===== src/rtl/fetch_pkg.sv =====
// Shared types and constants for the instruction fetch unit.
package fetch_pkg;

  localparam int unsigned XLEN        = 32;
  localparam int unsigned INSTR_BYTES = 4;

  typedef enum logic {
    FETCH  = 1'b0,
    HALTED = 1'b1
  } fetch_state_t;

  typedef struct packed {
    logic [XLEN-1:0] pc;
    logic [XLEN-1:0] instr;
  } fetch_entry_t;

  // Clear the byte offset so every fetch address is word aligned.
  function automatic logic [XLEN-1:0] word_align(input logic [XLEN-1:0] addr);
    return {addr[XLEN-1:2], 2'b00};
  endfunction

endpackage


===== src/rtl/fetch_fifo.sv =====
// Prefetch buffer: synchronous FIFO of fetch entries with flush.
// Flush wins over push; the head is forced to zero while empty.
module fetch_fifo
  import fetch_pkg::*;
#(
  parameter  int unsigned DEPTH = 2,
  localparam int unsigned AW    = $clog2(DEPTH),
  localparam int unsigned CW    = AW + 1
) (
  input  logic         clk,
  input  logic         rst_n,
  input  logic         push,
  input  fetch_entry_t push_data,
  input  logic         pop,
  input  logic         flush,
  output fetch_entry_t head_c,
  output logic [CW-1:0] count,
  output logic         full_c,
  output logic         empty_c
);

  fetch_entry_t  mem_q [DEPTH];
  fetch_entry_t  mem_d [DEPTH];
  logic [AW-1:0] wr_ptr_q, wr_ptr_d;
  logic [AW-1:0] rd_ptr_q, rd_ptr_d;
  logic [CW-1:0] count_q, count_d;
  logic          push_en_c;
  logic          pop_en_c;

  assign full_c    = (count_q == CW'(DEPTH));
  assign empty_c   = (count_q == '0);
  assign pop_en_c  = pop && !empty_c;
  assign push_en_c = push && (!full_c || pop_en_c);
  assign count     = count_q;
  assign head_c    = empty_c ? '0 : mem_q[rd_ptr_q];

  // Pointer, count and storage update.
  always_comb begin
    mem_d    = mem_q;
    wr_ptr_d = wr_ptr_q;
    rd_ptr_d = rd_ptr_q;
    count_d  = count_q;
    if (flush) begin
      wr_ptr_d = '0;
      rd_ptr_d = '0;
      count_d  = '0;
    end else begin
      if (push_en_c) begin
        mem_d[wr_ptr_q] = push_data;
        wr_ptr_d        = wr_ptr_q + AW'(1);
      end
      if (pop_en_c) begin
        rd_ptr_d = rd_ptr_q + AW'(1);
      end
      count_d = count_q + CW'(push_en_c) - CW'(pop_en_c);
    end
  end

  always_ff @(posedge clk or negedge rst_n) begin
    if (!rst_n) begin
      for (int i = 0; i < int'(DEPTH); i++) begin
        mem_q[i] <= '0;
      end
      wr_ptr_q <= '0;
      rd_ptr_q <= '0;
      count_q  <= '0;
    end else begin
      for (int i = 0; i < int'(DEPTH); i++) begin
        mem_q[i] <= mem_d[i];
      end
      wr_ptr_q <= wr_ptr_d;
      rd_ptr_q <= rd_ptr_d;
      count_q  <= count_d;
    end
  end

endmodule


===== src/rtl/instruction_fetch.sv =====
// Instruction fetch: PC register, fetch/halt FSM and redirect handling,
// feeding a prefetch buffer that presents words to decode.
module instruction_fetch
  import fetch_pkg::*;
#(
  parameter logic [XLEN-1:0] RESET_PC = 32'h0000_0000,
  parameter int unsigned     DEPTH    = 2
) (
  input  logic            clk,
  input  logic            rst_n,
  output logic [XLEN-1:0] rom_address,
  input  logic [XLEN-1:0] rom_instruction,
  input  logic            redirect_valid,
  input  logic [XLEN-1:0] redirect_target,
  input  logic            halt,
  output logic            instr_valid,
  input  logic            instr_ready,
  output logic [XLEN-1:0] instr,
  output logic [XLEN-1:0] instr_pc
);

  localparam int unsigned CW = $clog2(DEPTH) + 1;

  fetch_state_t    state_q, state_d;
  logic [XLEN-1:0] pc_q, pc_d;
  logic            push_c;
  logic            pop_c;
  logic            full_c;
  logic            empty_c;
  logic [CW-1:0]   count_c;
  fetch_entry_t    head_c;
  fetch_entry_t    push_entry_c;
  logic            unused_ok;

  assign rom_address  = pc_q;
  assign instr_valid  = !empty_c;
  assign instr        = head_c.instr;
  assign instr_pc     = head_c.pc;
  assign pop_c        = instr_valid && instr_ready;
  assign push_entry_c = '{pc: pc_q, instr: rom_instruction};
  assign unused_ok    = ^{redirect_target[1:0], count_c};

  // Next state, push enable and next PC; redirect overrides everything.
  always_comb begin
    state_d = state_q;
    pc_d    = pc_q;
    push_c  = 1'b0;
    case (state_q)
      FETCH: begin
        if (halt) begin
          state_d = HALTED;
        end else if (!redirect_valid && (!full_c || pop_c)) begin
          push_c = 1'b1;
        end
      end
      HALTED: begin
        if (!halt) begin
          state_d = FETCH;
        end
      end
      default: state_d = FETCH;
    endcase
    if (redirect_valid) begin
      pc_d = word_align(redirect_target);
    end else if (push_c) begin
      pc_d = pc_q + XLEN'(INSTR_BYTES);
    end
  end

  always_ff @(posedge clk or negedge rst_n) begin
    if (!rst_n) begin
      state_q <= FETCH;
      pc_q    <= RESET_PC;
    end else begin
      state_q <= state_d;
      pc_q    <= pc_d;
    end
  end

  fetch_fifo #(
    .DEPTH (DEPTH)
  ) u_fifo (
    .clk       (clk),
    .rst_n     (rst_n),
    .push      (push_c),
    .push_data (push_entry_c),
    .pop       (pop_c),
    .flush     (redirect_valid),
    .head_c    (head_c),
    .count     (count_c),
    .full_c    (full_c),
    .empty_c   (empty_c)
  );

endmodule


===== config.mk =====
export PLATFORM = sky130hd
export DESIGN_NAME = instruction_fetch
export DESIGN_NICKNAME = d
export VERILOG_FILES = /design/src/rtl/fetch_pkg.sv /design/src/rtl/fetch_fifo.sv /design/src/rtl/instruction_fetch.sv
export SDC_FILE = /design/constraint.sdc
export NUM_CORES = 1
export LEC_CHECK = 0
export BUFFER_PORTS_ARGS = -buffer_cell sky130_fd_sc_hd__buf_2
export CORE_MARGIN = 5
export CORE_UTILIZATION = 59
export DETAILED_ROUTE_END_ITERATION = 7
export PLACE_DENSITY = 0.87
export SYNTH_ARGS = -nofsm -noshare
export SYNTH_HDL_FRONTEND = slang
export SYNTH_SLANG_ARGS = --single-unit

===== constraint.sdc =====
create_clock -name clk -period 2.98 [get_ports clk]
set_input_delay 0.596 -clock clk [delete_from_list [all_inputs] [get_ports clk]]
set_output_delay 0.596 -clock clk [all_outputs]
set_load 0.005 [all_outputs]

==> reports/results.ini, run 1 <==
[status]
outcome = finished, final reports clean

[yosys]
synth-edff-count = 0
synth.most_common_cell = sky130_fd_sc_hd__dfrtp_1
ys_ff_latch = 159
ys_seq_area_share_pct = 51.7
yosys.cell_types.count = 48
synth_top_area_share_pct = 51.7
ys_async_sr_fraction_pct = 100
yosys-top-cells-count = 159 x sky130_fd_sc_hd__dfrtp_1, 124 x sky130_fd_sc_hd__mux2_2, 71 x sky130_fd_sc_hd__nor2_1, 63 x sky130_fd_sc_hd__mux2i_1, 33 x sky130_fd_sc_hd__nand2_1
ys.warnings.count = 0
most_frequently_used_flop_master_after_synthesis = sky130_fd_sc_hd__dfrtp_1
synthDominantAreaCellType = sky130_fd_sc_hd__dfrtp_1
post_synth.cell_area_avg_um2 = 11.7
mappedNetlistArea_um2 = 7690
synth_top_cells_by_area = sky130_fd_sc_hd__dfrtp_1 52%, sky130_fd_sc_hd__mux2_2 18%, sky130_fd_sc_hd__mux2i_1 8.2%
synthesis.instances = 655

[die]
die-width_um = 124
core_region_um2 = 12700
start_util_pct = 60.5
fp.dieH_um = 124
io-pin-count = 166
die_area_um2 = 15400
placementRows = 41

[timing]
worst_pin_slew_ns = 0.743
fin_crit_sh_pct = 84.0
fin_setup_tns_ns = 0
grt_setup_unrepaired = no
post-route-min-period_ns = 2.50
finalSetupViolCount = 0
fin_ws_ns = 0.477
slew_violations = 0
final_hold_viol_count = 0
max_slew_margin_pct = 50.5
timing.clock.skew_ns = 0.00587
max_freq_ghz = 0.399

[clock_network]
post_cts_hold_buffer_count = 0
cts_tree = done
clk_transition_reported_paths_ns = 0.06
total_setup_buffers_inserted_after_cts = 0
worst_skew_pair.late_latency_ns = 0.42
cts_made_buffers = 17
numClockSinks = 159
quantity_of_gates_resized_following_cts = 0
cts-root-to-sink-buffers = 2
cts_root_buffer = sky130_fd_sc_hd__clkbuf_16
cts_h_tree_depth = 4

[layout]
fillerInstances = 857
final_net_count = 874
finish.cell_count_without_fillers = 987
drive_above_1_share_pct = 41.5
layout-area-overhead-vs-synth_pct = 20.9
antenna_cells_inserted = 0

[drt]
detail_route.drc_violations = 0
drt-initial-drc-count = 564
first_pass_iters = 7
drt-wirelength-per-cell_um = 18.9
drt_wl_total_um = 18700
average_via_count_per_standard_cell = 5.97
vias = 5896
drtAntennaViolNets = 0

[power_and_ir_drop]
total_leakage_power_uw = 0.00426
power.ir.vdd_worst_mv = 0.448
report.power.total_uw = 7910
power_density_nw_per_um2 = 850

[grt]
grt.total_usage_pct = 25.4
antenna_found_initial = 0
grt_start_max_net_pins = 78
grt_first_pass_wirelength_um = 30300
number_of_global_route_vias_before_repair = 6247
grt_remaining_overflow = 0

[place]
detailedPlace.worstSlack_ns = 0.331
hpwlAfterDp_um = 12800
placed_cells = 955
buffer_ports.inserted = 159
final_estimated_routing_congestion_in_global_placement = 0.860

[worst_setup_path]
critPathCaptureType = output pin
setup.worst_path.class = reg2out
worst-endpoint-arrival_ns = 1.91
worst_path_dominant_cell_family = simple AND/OR/NAND/NOR gates
critical-path-max-stage-delay_ns = 0.47
timing.critical_path.required_ns = 2.38
cp_slowest_cell = sky130_fd_sc_hd__nor2_4
crit_chain = nor2_4 -> buf_12 -> nor2_1 -> buf_2
startpoint_class_of_the_critical_path = flop
critical_path.max_fanout = 47
cp_num_buf_inv = 2

[min_path]
min_path_type = in2async

[job]
drv.max_cap_violation_count = 0

-- registers in the layout, summed over array words and instances, names as in the netlist --
signal,cells
state_q,1
rom_address,30
u_fifo.mem_q,124
u_fifo.count,2
u_fifo.wr_ptr_q,1
u_fifo.rd_ptr_q,1
-- kinds of logic after synthesis --
logic type / Yosys count / share of synthesized area, %
fa+ha+maj: 3 / 0.488
xor+xnor: 3 / 0.342
flops: 159 / 51.7
buf+inv: 62 / 3.50
mux: 187 / 26.3
other cells: 1 / 0.0487
simple gates: 185 / 11.8
compound gates: 55 / 5.74
-- metrics by stage --
stage | cell area (um^2) | hold slack (ns) | utilization (%)
6_report | 9300 | 0.162 | 73.1
2_1_floorplan | 7700 | 0.300 | -
5_1_grt | 9300 | 0.231 | 73.1
4_1_cts | 9300 | 0.210 | 73.1
3_5_place_dp | 8700 | 0.494 | 68.4
3_3_place_gp | 8700 | 0.486 | 68.4
-- metal layers --
layer  vias up  track usage [%]  wire [um]
met3        49             7.13       1680
met5         -                0          0
met1      2875             30.8       7430
met4         0             11.8        483
li1       2674                -          -
met2       298             42.0       9100
-- layout make-up --
type / count / area, um^2 / area share (%)
Multi-Input combinational cell: 437 / 3470 / 37.3
Sequential cell: 159 / 3980 / 42.8
Tap cell: 172 / 215 / 2.31
Timing Repair Buffer: 175 / 985 / 10.6
Inverter: 12 / 45.0 / 0.484
Clock buffer: 23 / 468 / 5.03
Clock inverter: 9 / 134 / 1.44
-- where the power goes --
| part | leakage [uW] | switching (uW) | total (uW) | internal [uW] |
|---|---|---|---|---|
| Clock | 0.000280 | 839 | 2200 | 1360 |
| Combinational | 0.00201 | 1110 | 2380 | 1270 |
| Sequential | 0.00197 | 496 | 3330 | 2830 |
-- cells in the final DEF, fill, tap and decap left out, types with 11 or more instances in the layout --
cell type	Yosys	layout
sky130_fd_sc_hd__mux2i_1	63	63
sky130_fd_sc_hd__or4_1	11	11
sky130_fd_sc_hd__buf_2	17	158
sky130_fd_sc_hd__inv_1	12	12
sky130_fd_sc_hd__mux2_2	124	124
sky130_fd_sc_hd__nand2_1	33	32
sky130_fd_sc_hd__buf_4	4	11
sky130_fd_sc_hd__nor2_1	71	69
sky130_fd_sc_hd__dfrtp_1	159	158
sky130_fd_sc_hd__o211ai_1	11	11
sky130_fd_sc_hd__nand3_1	20	20
sky130_fd_sc_hd__clkbuf_16	0	17
sky130_fd_sc_hd__o311ai_0	11	11
-- worst reg2reg max path, delay by kind of cell, from the launching register on --
kind | cells | cell delay, ns
flip-flops | 1 | 0.54
AND/OR/NAND/NOR | 3 | 1.44
AO/OA/AOI/OAI | 1 | 0.31
-- final timing paths --
check	from	end	slack [ns]	cells after the start
min in group clk	halt	state_q	0.34	1
worst max-delay path	u_fifo.count[1]	instr_pc[2]	0.48	4
max in group asynchronous	rst_n	u_fifo.mem_q[10]	2.04	2
worst max register to register	rom_address[4]	rom_address[11]	0.57	4
worst min-delay path	rst_n	u_fifo.mem_q[68]	0.16	1
worst min register to register	u_fifo.mem_q[68]	u_fifo.mem_q[68]	0.50	1
Note: power is estimated with default switching activity, not from simulation.
==> inputs of run 2 (changes only) <==
--- a/config.mk
+++ b/config.mk
@@ -7,9 +7,9 @@
 export LEC_CHECK = 0
 export BUFFER_PORTS_ARGS = -buffer_cell sky130_fd_sc_hd__buf_2
 export CORE_MARGIN = 5
-export CORE_UTILIZATION = 59
+export CORE_UTILIZATION = 50
 export DETAILED_ROUTE_END_ITERATION = 7
-export PLACE_DENSITY = 0.87
+export PLACE_DENSITY = 0.78
 export SYNTH_ARGS = -nofsm -noshare
 export SYNTH_HDL_FRONTEND = slang
 export SYNTH_SLANG_ARGS = --single-unit
==> constraint.sdc (replaced) <==
create_clock -name clk -period 2.3 [get_ports clk]
set_input_delay 0.46 -clock clk [delete_from_list [all_inputs] [get_ports clk]]
set_output_delay 0.46 -clock clk [all_outputs]
set_load 0.005 [all_outputs]
==> run 2 against run 1 <==
Against the previous run:
- flip-flop and latch count stayed put
- hold slack better by 0.098 ns
- clock skew is 0.0024 ns higher
- combinational power is 36% higher
- die area is 16% higher
- worst setup slack worse by 0.32 ns
- sequential share of layout area is 1.6 points lower
- critical endpoint is now rom_address[15]
- global-route usage is 3.7 points lower
- critical path type is now reg2reg
- routed wire length is 1.1% higher
- register-to-register slack worse by 0.41 ns
- non-clock buffer count is 31 higher
==> reports/results.ini, run 2 (synthesis gave the netlist of run 1 again) <==
[die]
die-width_um = 134  ; +7.9%
die_area_um2 = 18000  ; +16%
placementRows = 45  ; +9.8%
core_region_um2 = 15100  ; +19%
start_util_pct = 50.8  ; -9.7 points
io-pin-count = 166  ; unchanged
fp.dieH_um = 134  ; +7.9%

[place]
hpwlAfterDp_um = 13200  ; +3.3%
detailed_place.area_um2 = 8990  ; +3.4%
buffer_ports.inserted = 159  ; unchanged
final_estimated_routing_congestion_in_global_placement = 0.865  ; +0.63%

[timing]
final_hold_viol_count = 0  ; unchanged
timing.clock.skew_ns = 0.00829  ; +0.00242 ns
max_freq_ghz = 0.466
fin_crit_sh_pct = 93.2
grt_setup_unrepaired = no
post-route-min-period_ns = 2.14
fin_setup_tns_ns = 0  ; unchanged
slew_violations = 0  ; unchanged
worst_pin_slew_ns = 0.510  ; -0.233 ns
finalSetupViolCount = 0  ; unchanged
max_slew_margin_pct = 65.7  ; +15 points
fin_worst_hold_slack_ns = 0.259  ; +0.0978 ns

[power_and_ir_drop]
clockPowerShare_pct = 29.3  ; +1.5 points
total_leakage_power_uw = 0.00448  ; +5.2%
net_switching_power_figure_uw = 3120  ; +28%
power_density_nw_per_um2 = 1090  ; +28%
power.ir.vdd_worst_mv = 0.600  ; +34%
seq_power_share_pct = 40.0  ; -2.1 points
power.internal_uw = 7420  ; +36%
switching_share_pct = 29.6  ; -1.3 points
power.share.combinational_pct = 30.7  ; +0.6 points

[drt]
drtAntennaViolNets = 0  ; unchanged
detail_route.drc_violations = 0  ; unchanged
drt_wl_total_um = 18900  ; +1.1%
drt-initial-drc-count = 362  ; -36%
drt-wirelength-per-cell_um = 18.3  ; -3.2%
first_pass_iters = 5  ; -2
average_via_count_per_standard_cell = 5.65  ; -5.5%
vias = 5822  ; -1.3%

[worst_setup_path]
r2r.worst_path.cells = 5  ; +1
cp_slowest_cell = sky130_fd_sc_hd__or4_1
timing.critical_path.required_ns = 2.66  ; +0.28 ns
timing.rr.end = rom_address[15]
ff2ff_setup_slack_ns = 0.16  ; -0.41 ns
critPathCaptureType = flop
crit_chain = or3_4 -> or3_1 -> buf_4 -> or4_1 -> nand3_1
critical_path.max_fanout = 8  ; -83%
setup.worst_path.class = reg2reg
worst-endpoint-arrival_ns = 2.50  ; +0.59 ns
worstReg2RegStart = state_q
critical-path-max-stage-delay_ns = 0.53  ; +0.06 ns
startpoint_class_of_the_critical_path = flop

[layout]
layout.cells.most_common_list = 158 x sky130_fd_sc_hd__buf_2, 158 x sky130_fd_sc_hd__dfrtp_1, 124 x sky130_fd_sc_hd__mux2_2
layout-area-overhead-vs-synth_pct = 25.6
fillerInstances = 1214  ; +42%
stdcell_area_um2 = 9660  ; +3.8%
final_net_count = 905  ; +3.5%
regMostFlops = u_fifo.mem_q
antenna_cells_inserted = 0  ; unchanged
drive_above_1_share_pct = 43.5  ; +2.1 points
finish.utilization_pct = 63.8  ; -9.4 points
largest_register_ffs = 124  ; unchanged

[status]
outcome = finished, final reports clean

[grt]
grt_remaining_overflow = 0  ; unchanged
grt_start_max_net_pins = 52  ; -33%
antenna_found_initial = 0  ; unchanged
grt.total_usage_pct = 21.6  ; -3.7 points
number_of_global_route_vias_before_repair = 6146  ; -1.6%
grt_first_pass_wirelength_um = 31000  ; +2.3%

[min_path]
min_path_cells = 2
min_path_type = in2reg
critical_hold_path_startpoint = halt
hold_end = state_q

[clock_network]
cts_tree = done
cts-root-to-sink-buffers = 2  ; unchanged
numClockSinks = 159  ; unchanged
clk_transition_reported_paths_ns = 0.06  ; about the same
cts_h_tree_depth = 4  ; unchanged
cts_root_buffer = sky130_fd_sc_hd__clkbuf_16
worst_skew_pair.late_latency_ns = 0.42  ; about the same
cts_made_buffers = 17  ; unchanged

[job]
drv.max_cap_violation_count = 0  ; unchanged

==> run 2: power groups by stage <==
| stage | clock, uW | combinational (uW) | sequential, uW |
|---|---|---|---|
| 4_1_cts | 3150 | 3300 | 4220 |
| 5_1_grt | 3260 | 3610 | 4320 |
| 6_report | 3080 | 3240 | 4210 |
| 3_5_place_dp | 0 | 3240 | 4290 |
| 2_1_floorplan | 0 | 2100 | 4050 |
| 3_3_place_gp | 0 | 3170 | 4230 |
==> run 2: timing repair <==
| item | 4_1_cts | 5_1_grt |
|---|---|---|
| gates resized for setup | 0 | 0 |
| hold buffers | 1 | 0 |
| setup buffers | 1 | 0 |
| endpoints found under the hold margin | 10 | 0 |
| setup endpoints to repair | 2 | 0 |
==> run 2: worst max path at each step <==
stage	from	end	cells past startpoint
2_1_floorplan	redirect_valid	rom_address[11]	5
3_3_place_gp	redirect_valid	rom_address[23]	6
3_5_place_dp	redirect_valid	rom_address[23]	6
4_1_cts	u_fifo.rd_ptr_q	instr_pc[11]	4
5_1_grt	u_fifo.rd_ptr_q	instr_pc[15]	4
6_report	state_q	rom_address[15]	5
==> run 2: stage by stage <==
step                setup WS (ns)  std cells  power, uW
finish                      0.156       1031      10500
global route               0.0507       1031      11200
CTS                         0.127       1031      10700
detailed placement        -0.0270       1000       7530
global placement           0.0201       1000       7390
floorplan                   0.219        658       6150
==> run 2: critical path: cells and delay by family (launching register included) <==
kind | cells | cell delay, ns
AND/OR/NAND/NOR | 4 | 1.47
flip-flops | 1 | 0.39
buffers and inverters | 1 | 0.23
==> run 2: layer usage <==
metal	global-route usage, %	wire length (um)
met2	36.4	9190
met1	28.2	8180
met5	0	0
met4	5.88	272
met3	5.18	1260
==> run 2: final cells by class <==
cell class                 count  area [um^2]  share of cell area (%)
sequential                   159         3980                    41.2
tap                          188          235                    2.44
inverter                      12         45.0                   0.466
timing repair buffer         206         1270                    13.2
clock buffer                  23          488                    5.05
clock inverter                 6          155                    1.61
multi-input combinational    437         3480                    36.0
